--- src/rtl/cache_fill_ctrl.sv ---
// Cache-miss block fill controller: pipelined per-word reads with back-pressure, in-order returns.
// Define CACHE_FILL_CWF_EN for critical-word-first ordering and the critical_word_ready output.
module cache_fill_ctrl #(
  parameter int unsigned ADDR_W = 16,
  parameter int unsigned DATA_W = 16,
  parameter int unsigned WORDS  = 8
) (
  input  logic                     clk,
  input  logic                     rst_n,
  input  logic                     miss_detected,
  input  logic [ADDR_W-1:0]        miss_address,
  input  logic                     memory_ready,
  input  logic                     memory_data_valid,
  output logic                     fsm_busy,
  output logic                     memory_enable,
  output logic [ADDR_W-1:0]        memory_address,
  output logic                     write_data_array,
  output logic [$clog2(WORDS)-1:0] word_index,
  output logic                     write_tag_array,
  output logic                     fill_done
`ifdef CACHE_FILL_CWF_EN
  ,
  output logic                     critical_word_ready
`endif
);

  localparam int unsigned OFF_W = $clog2(DATA_W / 8);
  localparam int unsigned IDX_W = $clog2(WORDS);
  localparam int unsigned BLK_W = IDX_W + OFF_W;
  localparam int unsigned CNT_W = IDX_W + 1;
  localparam logic [ADDR_W-1:0] BlkMask = ADDR_W'((64'd1 << BLK_W) - 64'd1);
  localparam logic [CNT_W-1:0]  LastCnt = CNT_W'(WORDS - 1);

  typedef enum logic [1:0] {StIdle, StIssue, StDrain} state_e;

  state_e             state_q, state_d;
  logic [ADDR_W-1:0]  base_q, base_d;
  logic [IDX_W-1:0]   start_q, start_d;
  logic [CNT_W-1:0]   issue_cnt_q, issue_cnt_d;
  logic [CNT_W-1:0]   ret_cnt_q, ret_cnt_d;
  logic               done_q, done_d;

  logic [IDX_W-1:0]   issue_idx;
  logic [IDX_W-1:0]   ret_idx;
  logic               ret_fire;

  // Word indices wrap inside the block; the tag bits of base_q are never touched.
  assign issue_idx = start_q + issue_cnt_q[IDX_W-1:0];
  assign ret_idx   = start_q + ret_cnt_q[IDX_W-1:0];
  assign ret_fire  = memory_data_valid && (state_q != StIdle) && (ret_cnt_q <= LastCnt);

  always_comb begin
    state_d          = state_q;
    base_d           = base_q;
    start_d          = start_q;
    issue_cnt_d      = issue_cnt_q;
    ret_cnt_d        = ret_cnt_q;
    done_d           = 1'b0;
    fsm_busy         = 1'b0;
    memory_enable    = 1'b0;
    memory_address   = '0;
    write_data_array = 1'b0;
    word_index       = '0;
    write_tag_array  = 1'b0;

    unique case (state_q)
      StIdle: begin
        if (miss_detected) begin
          state_d     = StIssue;
          base_d      = miss_address & ~BlkMask;
`ifdef CACHE_FILL_CWF_EN
          start_d     = miss_address[BLK_W-1:OFF_W];
`else
          start_d     = '0;
`endif
          issue_cnt_d = '0;
          ret_cnt_d   = '0;
        end
      end
      StIssue: begin
        fsm_busy       = 1'b1;
        memory_enable  = 1'b1;
        memory_address = base_q | (ADDR_W'(issue_idx) << OFF_W);
        if (memory_ready) begin
          issue_cnt_d = issue_cnt_q + CNT_W'(1);
          if (issue_cnt_q == LastCnt) begin
            state_d = StDrain;
          end
        end
      end
      StDrain: begin
        fsm_busy = 1'b1;
      end
      default: begin
        state_d = StIdle;
      end
    endcase

    // The final return beat ends the fill even if it lands in the same cycle as the last accept.
    if (ret_fire) begin
      write_data_array = 1'b1;
      word_index       = ret_idx;
      ret_cnt_d        = ret_cnt_q + CNT_W'(1);
      if (ret_cnt_q == LastCnt) begin
        write_tag_array = 1'b1;
        state_d         = StIdle;
        done_d          = 1'b1;
      end
    end
  end

  always_ff @(posedge clk) begin
    if (!rst_n) begin
      state_q     <= StIdle;
      base_q      <= '0;
      start_q     <= '0;
      issue_cnt_q <= '0;
      ret_cnt_q   <= '0;
      done_q      <= 1'b0;
    end else begin
      state_q     <= state_d;
      base_q      <= base_d;
      start_q     <= start_d;
      issue_cnt_q <= issue_cnt_d;
      ret_cnt_q   <= ret_cnt_d;
      done_q      <= done_d;
    end
  end

  assign fill_done = done_q;

`ifdef CACHE_FILL_CWF_EN
  assign critical_word_ready = ret_fire && (ret_cnt_q == '0);
`endif

endmodule

--- config.mk ---
export PLATFORM = sky130hd
export DESIGN_NAME = cache_fill_ctrl
export DESIGN_NICKNAME = d
export VERILOG_FILES = /design/src/rtl/cache_fill_ctrl.sv
export SDC_FILE = /design/constraint.sdc
export NUM_CORES = 1
export LEC_CHECK = 0
export BUFFER_PORTS_ARGS = -buffer_cell sky130_fd_sc_hd__buf_2
export CAP_MARGIN = 20
export CORE_UTILIZATION = 42
export CTS_CLUSTER_SIZE = 25
export DETAILED_ROUTE_END_ITERATION = 8
export GPL_TIMING_DRIVEN = 0
export PLACE_DENSITY = 0.73
export SLEW_MARGIN = 20
export SYNTH_ARGS = -nofsm -noshare
export SYNTH_HDL_FRONTEND = slang
export SYNTH_SLANG_ARGS = --single-unit
--- constraint.sdc ---
create_clock -name clk -period 1.6 [get_ports clk]
set_input_delay 0.16 -clock clk [delete_from_list [all_inputs] [get_ports clk]]
set_output_delay 0.16 -clock clk [all_outputs]
set_load 0.02 [all_outputs]
[Word level (Yosys, flattened, before mapping)]
Index checks and enable logic that the tools add are counted.
Word-level totals
  bits in read-only memories: 0
  memories: 0
  output and inout bits: 24
  flip-flop bits (word level): 23
  word-level logic and storage cells: 44
  input port bits: 21
  memory bits (writable): 0
  bits in latches: 0
Operators by class
  bitwise logic cells: 1
  reduce and logical (&&, ||, !) cells: 11
  shift operators: 0
  multiplexer cells: 18
  divide/modulo/power cells: 0
  eq/ne operators: 6
  $mul: 0
  add/subtract/negate cells: 2
  magnitude comparators: 1
Operators by type and width (number)
  16-bit 2-to-1 mux: 1
  4-bit 2-to-1 mux: 4
  16-bit by 4-bit bitwise OR with 16-bit output: 1
  2-bit 2-to-1 mux: 5
  4-bit by 1-bit adder with 4-bit output, second input constant: 2
  4-bit by 3-bit == test with 1-bit output, second input constant: 2
  4-bit case mux with 2 select lines: 1
  2-bit nonzero test: 4
  2-bit case mux with 3 select lines: 1
  1-bit 2-to-1 mux: 5
  4-bit by 3-bit less-or-equal comparator with 1-bit output, second input constant: 1
  2-bit != test, second input constant: 2
  2-bit AND reduction: 2
  3-bit 2-to-1 mux: 1
  3-bit AND reduction: 1
  2-bit by 1-bit == test with 1-bit output, second input constant: 1
  2-bit == test, second input constant: 1
  1-bit logical AND: 2
  2-bit zero test: 1
  2-bit OR reduction: 1

[Logic depth before layout (Yosys ltp)]
  word-level depth: 6
  mapped depth: 7
  depth with buffers taken out: 5

[Worst setup path after synthesis]
Ideal clock, no wire load.
  path type: register to register
  start: register state_q[1]
  end: register done_q (netlist: fill_done)
  clock period less this slack: 1.698 ns
  library setup time: 0.059 ns
  required time: 1.541 ns
  cell stages (with the launch flop): 7
  slack: -0.098 ns
  path buffers: 1
  arrival: 1.638 ns
  cells stage by stage: dfxtp_1 inv_1 ha_1 buf_6 nor3b_4 and3_1 and2_1
On the way
  longest elaborated chain between the ends: 4
RTL lines
  start, declared: RTL line 36  | state_e state_q, state_d;
  start signal, assigned: RTL line 114  | state_q <= StIdle;
  start signal, assigned: RTL line 121  | state_q <= state_d;
  2-bit nonzero test: RTL line 50  | assign ret_fire = memory_data_valid && (state_q != StIdle) && (ret_cnt_q <= LastCnt);
  1-bit logical AND (2 in series): RTL line 50
  1-bit 2-to-1 mux
  named net write_tag_array: RTL line 19  | output logic write_tag_array,
  end signal, assigned: RTL line 126  | done_q <= done_d;
  end, declared: RTL line 41  | logic done_q, done_d;
The timed path passes the listed nets, and every way through them passes these cells.
A chain may end at the register's enable or synchronous reset.

[Worst setup path in the final report]
  start: register state_q[1]
  end: output port word_index[0]
On the way
  longest elaborated chain between the ends: 4
RTL lines
  2-bit nonzero test: RTL line 50
  1-bit logical AND (2 in series): RTL line 50
  3-bit 2-to-1 mux: RTL line 100  | if (ret_fire) begin
  end, declared: RTL line 18  | output logic [$clog2(WORDS)-1:0] word_index,
No other way between the ends.

==> out/metrics.csv <==
stage;metric;value;unit
routing;WL/cell;12.3;um
timing;Hold WS;0.0638;ns
logic_synthesis;Post-Synthesis Cells;136;
grt;vias in the first global route;955;
critical_path;reg2reg setup slack;0.02;ns
logic_synthesis;synthesized area;0.00114;mm2
pwr;clock share of power;0.243;
pwr;Leakage Power;0.000705;uW
outcome;status;finished, violations left;
worst_hold_path;hold path start;miss_address[11];
place;hpwl dp;1880;um
timing;Fmax;0.580;GHz
layout;n_diodes;0;
critical_path;Crit Path Category;flop to primary output;
critical_path;cell at the slowest stage of the critical path;dfxtp_2;
clock_tree;TritonCTS Buffers;3;
critical_path;critical path capture point type;primary output;
pwr;switching share of power;0.294;
timing;clock skew;0.00351;ns
grt;grt ovf;0;
floorplanning;Die Wd;54.0;um
floorplanning;Die Area;0.00292;mm2
critical_path;most frequent CP cell;buf_6;
clock_tree;worst-skew pair later-pin latency;0.32;ns
timing;setup violators final;20;
outcome;failing checks;negative setup slack;
floorplanning;Row Count;18;
layout;Area Overhead vs Synth;35.8;%
place;Post-DP Area;0.00138;mm2
critical_path;Setup crit start kind;flop;
critical_path;largest stage delay on the critical path;0.36;ns
clock_tree;H-tree levels;1;
logic_synthesis;largest cells by area after synthesis;dfxtp_1, and2_1, nand2_1, a21oi_1, ha_1;
layout;share of cells above drive strength 1;0.390;
worst_hold_path;HP Class;primary input to flop;
pwr;P_sw;334;uW
floorplanning;I/O Pins;45;
worst_hold_path;Hold Path Stages;3;
logic_synthesis;Synth area leader;dfxtp_1;
timing;RSZ-0062 raised after global routing;true;
critical_path;Worst Path Required;1.44;ns
timing;final worst slack;-0.123;ns
layout;most frequent cells in the layout;buf_2, nand2_1, dfxtp_1;
floorplanning;Starting Density;0.451;
place;post-placement cell count;205;
pwr;Logic pwr share;0.218;
routing;Final ANT Viol Nets;0;
critical_path;CP Max Fanout;4;
clock_tree;CTS Buffer Depth;2;
pwr;cell internal pwr;801;uW
critical_path;R2R Path Start;state_q[1]$_SDFF_PN0_;
flow_run;max cap viols;0;
clock_tree;Clock Pin Slew Worst Setup and Hold Paths;0.13;ns
logic_synthesis;synth warn;0;
routing;vias;1105;
layout;post-layout util;0.612;
logic_synthesis;Synth top area share;0.405;
critical_path;crit-path cells;inv_2 -> ha_4 -> nor3b_4 -> buf_6 -> and2_4 -> buf_6;
routing;WL final;2670;um
timing;Tcrit/Tclk final;1.08;
logic_synthesis;Mean Syn Cell Area;8.36;um2
routing;number of vias per cell;5.09;
clock_tree;Clock Tree Root;clkbuf_4;
logic_synthesis;post-synthesis sequential area ratio;0.405;
grt;initial antenna violation count;0;
worst_hold_path;Worst Hold End;base_q[11]$_SDFFE_PN0P_;
timing;TNS Setup;-1.38;ns
critical_path;arrival time worst endpoint;1.56;ns
clock_tree;clock tree sinks;23;
place;GPL Wtd Cong;0.738;
pwr;pwr/cell area;735;mW/mm2
layout;most common cell after layout, fill and taps aside;buf_2;
grt;pin count of the biggest net entering global routing;14;
routing;DR pass1 iterations;4;
routing;1st-iter DRT viols;22;
pwr;Flop pwr share;0.539;
clock_tree;CTS tree;done;
logic_synthesis;Synth Register Bits;23;
layout;Final Cell Area;0.00154;mm2
place;port bufs;39;
timing;Max Slew Vio Count;0;
timing;minimum clock period after layout;1.72;ns
floorplanning;Core ar.;0.00252;mm2
logic_synthesis;net count after synthesis;163;
timing;Hold Fails Final Rpt;0;
critical_path;reg2reg end;issue_cnt_q[3]$_SDFFE_PN0P_;
grt;GRT Total Usage;0.196;
clock_tree;hold_buf cts;0;
routing;DRC errors left;0;
layout;fillers;249;
grt;global-route wire length before repair;4090;um
critical_path;reg2reg path depth;6;
floorplanning;Die H;54.0;um
layout;layout net count;215;
pwr;Max rail drop VDD;0.000560;V
logic_synthesis;library cells used by synthesis;31;
layout;Layout Cells excl Fill;217;
-- state kept, by name (all words and copies together) (netlist names) --
name         flops
base_q          12
issue_cnt_q      4
fill_done        1
ret_cnt_q        4
state_q          2
-- worst max-delay path: cells and delay by family (launching register included) --
family	cells	cell delay, ns
buffers and inverters	3	0.32
flip-flops	1	0.36
adder cells (fa/ha/maj)	1	0.17
AND/OR/NAND/NOR	2	0.41
-- cell type report --
cell class	instances	area (um2)	share of cell area
sequential	23	463	0.300
inverter	4	15.0	0.00972
timing repair buffer	48	302	0.195
tap	30	37.5	0.0243
clock inverter	1	5.00	0.00324
multi-input combinational	102	661	0.428
clock buffer	3	22.5	0.0146
buffer	6	38.8	0.0251
-- per-layer routing --
| layer | routed length [um] | part of all wire | vias up | GRT usage |
|---|---|---|---|---|
| met2 | 1400 | 0.52 | 32 | 0.333 |
| met4 | 38 | 0.014 | 0 | 0.0769 |
| met1 | 1110 | 0.42 | 512 | 0.239 |
| met5 | 0 | 0 | - | 0 |
| met3 | 123 | 0.046 | 5 | 0.0395 |
| li1 | - | - | 556 | - |
-- cells by family after synthesis --
family	after synthesis	synth area share
AO/OA/AOI/OAI	29	0.145
XOR/XNOR	2	0.0154
adder cells (fa/ha/maj)	6	0.0660
buffers and inverters	11	0.0484
flip-flops	23	0.405
multiplexers	1	0.00880
other	1	0.00330
AND/OR/NAND/NOR	63	0.308
-- stage by stage --
step                setup slack (ns)  total power, uW
detailed placement           -0.0379              833
floorplan                    0.00978              766
global route                  -0.190             1200
finish                        -0.123             1140
CTS                           -0.101             1130
global placement            -0.00424              827
-- how the worst max path moves through the flow --
stage / from / to / slack, ns / cells after the start
5_1_grt: state_q[0]$_SDFF_PN0_ / word_index[1] / -0.19 / 6
6_report: state_q[1]$_SDFF_PN0_ / word_index[0] / -0.12 / 6
3_5_place_dp: state_q[0]$_SDFF_PN0_ / write_tag_array / -0.04 / 6
3_3_place_gp: state_q[0]$_SDFF_PN0_ / write_tag_array / -0.004 / 6
2_1_floorplan: state_q[0]$_SDFF_PN0_ / fill_done$_SDFF_PN0_ / 0.01 / 6
4_1_cts: state_q[0]$_SDFF_PN0_ / word_index[1] / -0.10 / 6
-- power groups by stage --
stage	sequential (uW)	clock (uW)	combinational (uW)
global route	615	308	273
finish	612	275	248
global placement	624	0	204
floorplan	622	0	145
detailed placement	626	0	208
CTS	612	285	235
-- synthesized netlist by cell type --
cell	instances
a21oi_1	20
ha_1	6
mux2i_1	1
inv_1	3
clkbuf_1	2
a211oi_1	2
nand2b_1	1
nand2_1	28
nor3b_4	1
buf_4	1
buf_6	1
nor2_1	2
a311o_1	1
conb_1	1
a21bo_2	1
o31ai_1	2
or4_1	2
nor4bb_1	1
nand4b_1	2
nand3b_1	1
clkinv_1	1
xnor2_1	2
and3_1	1
buf_1	1
nor2b_4	1
and2_1	20
dfxtp_1	23
nand3_1	1
nand4_1	2
o21ai_0	3
buf_2	2
-- what timing repair did --
item	in CTS	in global routing
buffers inserted	7	2
pin swaps	3	3
resized for setup	19	6
endpoints found under the setup margin	20	28
endpoints found under the hold margin	0	0
Power figures use the tool's default switching activity.
